[src/rtl/door_sequencer.sv]
// ---------------------------------------------------------------------------
// door_sequencer
//   Landing door controller: CLOSED -> OPENING -> OPEN -> CLOSING -> CLOSED.
//   The door dwells open for OPEN_TICKS cycles. While it is open, an
//   obstruction, an overload or SOS keeps restarting that dwell. An
//   obstruction or an overload during closing reopens the door. After
//   MAX_REOPEN aborted closings the block latches reopen_fault and parks
//   the door open until reset.
//
// Ports
//   door_clk              in   sequencer tick clock (rising edge)
//   button_reset          in   async active-high reset
//   arrived               in   car at landing, requests a door cycle
//   depart_req            in   movement stage wants to leave (no FSM effect)
//   obstruction           in   door-edge beam interrupted
//   weight_limit_exceeded in   car overloaded
//   sos_mode              in   emergency stop active
//   door_open             out  door fully open (registered)
//   depart_ok             out  door closed and locked, car may move (registered)
//   door_state            out  00 CLOSED, 01 OPENING, 10 OPEN, 11 CLOSING
//   reopen_fault          out  sticky, closing aborted MAX_REOPEN times
// ---------------------------------------------------------------------------
module door_sequencer #(
   parameter int unsigned TRAVEL_TICKS = 2,
   parameter int unsigned OPEN_TICKS   = 4,
   parameter int unsigned MAX_REOPEN   = 3
) (
   input  logic       door_clk,
   input  logic       button_reset,
   input  logic       arrived,
   input  logic       depart_req,
   input  logic       obstruction,
   input  logic       weight_limit_exceeded,
   input  logic       sos_mode,
   output logic       door_open,
   output logic       depart_ok,
   output logic [1:0] door_state,
   output logic       reopen_fault
);

   typedef enum logic [1:0] {
      CLOSED  = 2'b00,
      OPENING = 2'b01,
      OPEN    = 2'b10,
      CLOSING = 2'b11
   } state_t;

   localparam logic [3:0] TRAVEL_RLD = 4'(TRAVEL_TICKS - 1);
   localparam logic [3:0] OPEN_RLD   = 4'(OPEN_TICKS - 1);
   localparam logic [1:0] MAX_CNT    = 2'(MAX_REOPEN);

   state_t     state_q, state_d;
   logic [3:0] tmr_q, tmr_d;
   logic [1:0] reopen_cnt_q, reopen_cnt_d;
   logic       reopen_fault_q, reopen_fault_d;
   logic       door_open_q, door_open_d;
   logic       depart_ok_q, depart_ok_d;

   logic       hold_open;
   logic       abort_close;

   // depart_req carries no transition; it is accepted and intentionally unused.
   logic       unused_depart_req;
   assign unused_depart_req = depart_req;

   assign hold_open   = obstruction | weight_limit_exceeded | sos_mode;
   assign abort_close = obstruction | weight_limit_exceeded;

   always_comb begin
      state_d        = state_q;
      tmr_d          = tmr_q;
      reopen_cnt_d   = reopen_cnt_q;
      reopen_fault_d = reopen_fault_q;

      unique case (state_q)
         CLOSED: begin
            if (arrived) begin
               state_d = OPENING;
               tmr_d   = TRAVEL_RLD;
            end else begin
               reopen_cnt_d = 2'd0;
            end
         end
         OPENING: begin
            if (tmr_q == 4'd0) begin
               state_d = OPEN;
               tmr_d   = OPEN_RLD;
            end else begin
               tmr_d = tmr_q - 4'd1;
            end
         end
         OPEN: begin
            // A faulted door is parked open. Only reset releases it.
            if (!reopen_fault_q) begin
               if (hold_open) begin
                  tmr_d = OPEN_RLD;
               end else if (tmr_q == 4'd0) begin
                  state_d = CLOSING;
                  tmr_d   = TRAVEL_RLD;
               end else begin
                  tmr_d = tmr_q - 4'd1;
               end
            end
         end
         CLOSING: begin
            if (abort_close) begin
               state_d      = OPENING;
               tmr_d        = TRAVEL_RLD;
               reopen_cnt_d = (reopen_cnt_q == 2'd3) ? 2'd3 : reopen_cnt_q + 2'd1;
            end else if (tmr_q == 4'd0) begin
               state_d = CLOSED;
            end else begin
               tmr_d = tmr_q - 4'd1;
            end
         end
         default: state_d = CLOSED;
      endcase

      // The fault latches on the same edge that the count reaches the limit.
      if (reopen_cnt_d >= MAX_CNT)
         reopen_fault_d = 1'b1;

      // The outputs are registered from next-state so they line up with door_state.
      door_open_d = (state_d == OPEN);
      depart_ok_d = (state_d == CLOSED) & ~arrived & ~weight_limit_exceeded &
                    ~sos_mode & ~reopen_fault_d;
   end

   always_ff @(posedge door_clk or posedge button_reset) begin
      if (button_reset) begin
         state_q        <= CLOSED;
         tmr_q          <= 4'd0;
         reopen_cnt_q   <= 2'd0;
         reopen_fault_q <= 1'b0;
         door_open_q    <= 1'b0;
         depart_ok_q    <= 1'b0;
      end else begin
         state_q        <= state_d;
         tmr_q          <= tmr_d;
         reopen_cnt_q   <= reopen_cnt_d;
         reopen_fault_q <= reopen_fault_d;
         door_open_q    <= door_open_d;
         depart_ok_q    <= depart_ok_d;
      end
   end

   assign door_state   = state_q;
   assign door_open    = door_open_q;
   assign depart_ok    = depart_ok_q;
   assign reopen_fault = reopen_fault_q;

endmodule

[config.mk]
export PLATFORM = sky130hd
export DESIGN_NAME = door_sequencer
export DESIGN_NICKNAME = d
export VERILOG_FILES = /design/src/rtl/door_sequencer.sv
export SDC_FILE = /design/constraint.sdc
export NUM_CORES = 1
export LEC_CHECK = 0
export ABC_CLOCK_PERIOD_IN_PS = 4100
export CAP_MARGIN = 20
export CORE_UTILIZATION = 25
export CTS_CLUSTER_DIAMETER = 150
export DETAILED_ROUTE_END_ITERATION = 6
export GPL_TIMING_DRIVEN = 0
export PLACE_DENSITY = 0.53
export SLEW_MARGIN = 20
export SYNTH_ARGS = -nofsm -noshare
export SYNTH_HDL_FRONTEND = slang
export SYNTH_SLANG_ARGS = --single-unit
[constraint.sdc]
create_clock -name door_clk -period 4.1 [get_ports door_clk]
set_clock_uncertainty 0.1 [all_clocks]
set_input_delay 0.615 -clock door_clk [delete_from_list [all_inputs] [get_ports door_clk]]
set_output_delay 0.615 -clock door_clk [all_outputs]
set_load 0.005 [all_outputs]
### After elaboration in Yosys (flattened, before gate mapping)

Cells that the tools add are included.

| word-level totals | value |
|---|---|
| memories kept | 0 |
| memory bits (read-only) | 0 |
| input bits | 7 |
| bits in writable memories | 0 |
| output and inout port bits | 5 |
| logic and storage cells | 52 |
| latch bits | 0 |
| flip-flop bits (word level) | 11 |

| cells by class | value |
|---|---|
| reductions and logical operators | 4 |
| multiply operators | 0 |
| mux-type cells | 21 |
| $add $sub $neg | 2 |
| div/mod/pow operators | 0 |
| eq/ne operators | 8 |
| shift-type cells | 0 |
| bitwise operators | 10 |
| order comparisons | 1 |

Operator list:

| kind | count |
|---|---|
| 4-bit 2-to-1 mux | 7 |
| 2-bit 2-to-1 mux | 10 |
| 4-bit case mux with 4 select lines | 1 |
| 2-bit == test (second input constant) | 4 |
| 2-bit case mux with 4 select lines | 1 |
| 1-bit AND | 4 |
| 2-bit logical NOT | 2 |
| 4-bit logical NOT | 1 |
| 2-bit inequality test (second input constant) | 2 |
| 1-bit inverter | 4 |
| 2-bit case mux with 2 select lines | 1 |
| 4-bit by 1-bit subtractor with 4-bit output (second input constant) | 1 |
| 3-bit inequality test (second input constant) | 1 |
| 3-bit AND reduction | 1 |
| 2-bit by 1-bit adder with 2-bit output (second input constant) | 1 |
| 2-bit by 1-bit == test with 1-bit output (second input constant) | 1 |
| 2-bit greater-or-equal comparator (second input constant) | 1 |
| 1-bit OR | 2 |
| 1-bit 2-to-1 mux | 1 |

### Longest topological paths before layout

| depth | value |
|---|---|
| depth after elaboration | 10 |
| mapped depth | 7 |

### Least setup slack after synthesis

No wires, ideal clock.

| timing path | value |
|---|---|
| path type | register to register |
| start | register state_q[0], in the netlist door_state[0] |
| end | register tmr_q[3] |
| arrival | 1,717 ps |
| path slack | 2,162 ps |
| required time | 3,879 ps |
| path buffers | 2 |
| cell stages (with the launch flop) | 8 |
| cell sequence | dfrtp_1 -> ha_1 -> buf_4 -> or3b_1 -> buf_6 -> o221ai_4 -> o21ai_1 -> a32o_2 |

| between the ends | value |
|---|---|
| cells in the longest elaborated chain, start to end | 3 |

RTL lines:

| what | RTL line | RTL |
|---|---|---|
| start: declaration | 52 | `state_t state_q, state_d;` |
| start signal: assignment | 138 | `state_q <= state_d;` |
| 2-bit == test or 2-bit logical NOT (tied branches) | 75 | `unique case (state_q)` |
| 3-bit inequality test (no line) or 2-bit inequality test (tied branches) | - |  |
| 3-bit AND reduction (no line) | - |  |
| end signal: assignment | 139 | `tmr_q <= tmr_d;` |
| end: declaration | 53 | `logic [3:0] tmr_q, tmr_d;` |

Parallel ways exist; a longest one is shown, timed or not.
A chain may end at the register's enable or synchronous reset.

### Worst setup path after layout

| timing path | value |
|---|---|
| start | input port weight_limit_exceeded |
| end | register tmr_q[3] |

| between the ends | value |
|---|---|
| cells in the longest elaborated chain, start to end | 5 |

RTL lines:

| what | RTL line | RTL |
|---|---|---|
| start: declaration | 33 | `input logic weight_limit_exceeded,` |
| 1-bit OR (*) | 66, 67 |  |
| 1-bit OR | 66 | `assign hold_open = obstruction \| weight_limit_exceeded \| sos_mode;` |
| 4-bit 2-to-1 mux | 95 | `if (hold_open) begin` |
| 4-bit 2-to-1 mux | 94 | `if (!reopen_fault_q) begin` |
| 4-bit case mux with 4 select lines | 75 |  |

Mark *: on every way between the ends. The rest lies on a longest branch, timed or not. The select of a mux whose other input is x is not followed.

==> summary.md <==
| Metric | Value |
|---|---|
| Result of the run | finished, violations left |
| Failing checks | design-rule violations |
| Root buffer selected by CTS | sky130_fd_sc_hd__clkbuf_4 |
| Post-synthesis cell area | 776 um^2 |
| Remaining global-route overflow | 0 |
| Number of placement rows | 19 |
| Core occupancy in the finished layout | 33.0% |
| Clock-pin transition on the worst setup and hold timing paths | 0.06 ns |
| Top library cells by usage in the layout, fill and taps aside | sky130_fd_sc_hd__dfrtp_1, sky130_fd_sc_hd__clkdlybuf4s50_1, sky130_fd_sc_hd__inv_1, sky130_fd_sc_hd__a21oi_1 |
| Placer congestion estimate | 0.804 |
| Count of placed standard cells including taps | 126 |
| Largest stage delay, worst path | 0.51 ns |
| Total of fill cells in the finished design | 305 |
| Die boundary width | 57.7 um |
| Layout cells sized above 1 | 10.1% |
| Number of instances in the synthesized netlist | 85 |
| TNS Setup | 0 ns |
| Final setup violating endpoints | 0 |
| Post-synthesis average cell area | 9.13 um^2 |
| Initial cell density of the core | 27.2% |
| Synthesized flop and latch total | 11 |
| Die outline height | 57.7 um |
| Cell area reported after detailed placement | 915 um^2 |
| Share of synthesized area occupied by flip-flops and latches | 35.5% |
| Relative slew margins | 67.2% |
| Hold Path Stages | 2 |
| Number of buffers inserted by post-CTS setup repair | 0 |
| Data required time of the critical path | 4.15 ns |
| Worst r2r src | door_state[0] |
| Final cell count without fillers | 130 |
| Unrepaired setup endpoints after global routing | no |
| Number of buffers added to fix hold violations after cts | 0 |
| End point of the worst hold path | tmr_q[1] |
| Worst path slowest cell | sky130_fd_sc_hd__clkdlybuf4s50_1 |
| Reg2Reg Depth | 7 |
| CTS H-Tree Depth | 1 |
| Yosys cell types | 36 |
| Synth-to-Final Area Change | 21.3% |
| Critical R2R Capture | tmr_q[3] |
| Number of optimization iterations in the first detailed-route pass | 6 |
| CTS Buffer Depth | 2 |
| Crit path max-delay family | buffers and inverters |
| Number of nets produced by synthesis | 97 |
| Area of all placed cells without fillers | 941 um^2 |
| Antenna cells | 0 |
| Hold WC Path Type | reg -> reg |
| Total Wirelength | 1.74 mm |
| Number of warnings printed during yosys synthesis | 0 |
| Antenna Violating Nets Remaining | 0 |
| Quantity of gates resized following cts | 0 |
| CTS tree | built |
| Global Route Usage Sum | 11.1% |
| Storage cell area | 275 um^2 |
| Clock sink count | 11 |
| Detailed placement HPWL | 1.36 mm |
| Clock Latency Late Sink | 0.26 ns |
| Antenna violations before repair | 0 |
| Via count of the first global-routing pass | 649 |
| Final Critical Period | 2.20 ns |
| Number of buffers created by CTS | 3 |
| # port buffers | 10 |
| Max IR drop VDD | 0.123 mV |
| Layout Nets | 112 |
| Crit path capture type | flop |
| Most used DFF post-synth | sky130_fd_sc_hd__dfrtp_1 |
| CP cell instances | clkdlybuf4s50_1 > or3b_1 > buf_6 > o221ai_4 > o21ai_1 > a32o_2 |
| Total core area | 2850 um^2 |
| Largest net degree at the start of global routing | 12 |
| Highest net fanout along the worst path | 7 |
| Final critical-path share of the clock period | 53.8% |
| Startpoint type of the worst setup path | input pin |
| Number of ports placed on the die boundary | 12 |
| Register-to-Register Setup Slack | 2.02 ns |
| Transition time of the tightest slew-check pin | 0.492 ns |
| Count of max-cap constraint violations | 0 |
| Area of combinational cells with multiple inputs | 447 um^2 |
| Total count of hold-check failures in the final report | 0 |
| DRC violation count after routing | 2 |
| Buffer and inverter count on the worst path | 2 |
| Top achievable clock speed | 454 MHz |
| Wire length per cell | 13.4 um |
| Most common library cell in the layout ignoring fill and taps | sky130_fd_sc_hd__dfrtp_1 |
| Global-route wire length before repair | 2.81 mm |
| DRC marker count from the first detailed-route iteration | 41 |
| Worst min-delay path startpoint | tmr_q[1] |
| Arrival time at the worst endpoint | 2.25 ns |
| Power density relative to cell area | 724 nW/um^2 |
| Pwr Total | 681 uW |
| Share of synthesized flip-flops with an asynchronous set or reset | 100% |
| Worst Setup Path Type | in -> reg |
| Die area | 3330 um^2 |
| Leakage power | 0.412 nW |
| Avg Vias per Cell | 5.42 |
| Fin. max-slew vios | 0 |
| Post-synth EDFFs | 0 |
| Via count of the routed design | 704 |
## logic make-up (layout without fill, tap and decap cells)
logic type	count (synthesis)	in the layout	share of synthesized area, %
buffers and inverters	11	25	6.94
adders and majority gates	5	5	8.06
DFF	11	11	35.5
AOI/OAI and AO/OA	31	31	30.0
and+or+nand+nor	27	27	19.5
## per-stage QoR
stage	hold slack (ns)	worst slack, ns
after floorplan	0.367	2.16
after global placement	0.470	1.65
final	0.496	1.90
after CTS	0.497	1.90
after global routing	0.524	1.84
after detailed placement	0.481	1.62
## sequential cells by signal, indices dropped and copies added (netlist names)
register and flops:
reopen_cnt_q 2, tmr_q 4, door_open 1, depart_ok 1, door_state 2, reopen_fault 1
## cell type report
class | count | share of cell area (%)
plain buffers | 3 | 2.53
clock buffers | 4 | 2.79
inverters | 8 | 3.19
multi-input cells | 63 | 47.5
flip-flops and latches | 11 | 29.3
well taps | 31 | 4.12
repair buffers | 10 | 10.6
## cell usage after synthesis (all sizes together) (2+ instances only)
cell | n | area [um^2]
o22ai | 2 | 12.5
buf | 3 | 23.8
a21oi | 6 | 30.0
or3b | 2 | 17.5
nand2 | 4 | 15.0
nor4 | 2 | 12.5
nor2 | 5 | 18.8
o211ai | 4 | 30.0
a21o | 2 | 15.0
nand3b | 2 | 15.0
dfrtp | 11 | 275
ha | 5 | 62.6
inv | 8 | 30.0
and3 | 2 | 12.5
or3 | 2 | 12.5
o21ai | 6 | 30.0
nand3 | 3 | 15.0
## per-layer routing
layer  global-route usage, %  share of wire [%]  up-vias
li1                        -                  -      345
met1                    13.4                 47      339
met2                    18.3                 47       20
met3                    2.01                6.0        0
met4                    7.14                  0        0
met5                       0                  0        -
## worst reg2reg max path, cell delays in order (launching register included)
cell	delay, ns
sky130_fd_sc_hd__dfrtp_1	0.46
sky130_fd_sc_hd__ha_1	0.18
sky130_fd_sc_hd__buf_4	0.15
sky130_fd_sc_hd__or3b_1	0.37
sky130_fd_sc_hd__buf_6	0.14
sky130_fd_sc_hd__o221ai_4	0.20
sky130_fd_sc_hd__o21ai_1	0.11
sky130_fd_sc_hd__a32o_2	0.27
## report_power, final
part           internal (mW)  total, mW  switching (mW)
Clock                 0.0375     0.0682          0.0307
Sequential             0.147      0.188          0.0411
Combinational          0.202      0.425           0.223
Total                  0.387      0.681           0.295
## how the worst max path moves through the flow
| stage | from | to | cells after the start |
|---|---|---|---|
| final | weight_limit_exceeded | tmr_q[3] | 6 |
| after global routing | obstruction | tmr_q[3] | 6 |
| after CTS | obstruction | tmr_q[3] | 6 |
| after detailed placement | obstruction | tmr_q[3] | 6 |
| after global placement | obstruction | tmr_q[3] | 6 |
| after floorplan | door_state[0] | tmr_q[3] | 7 |
Note: power is estimated with default switching activity, not from simulation.
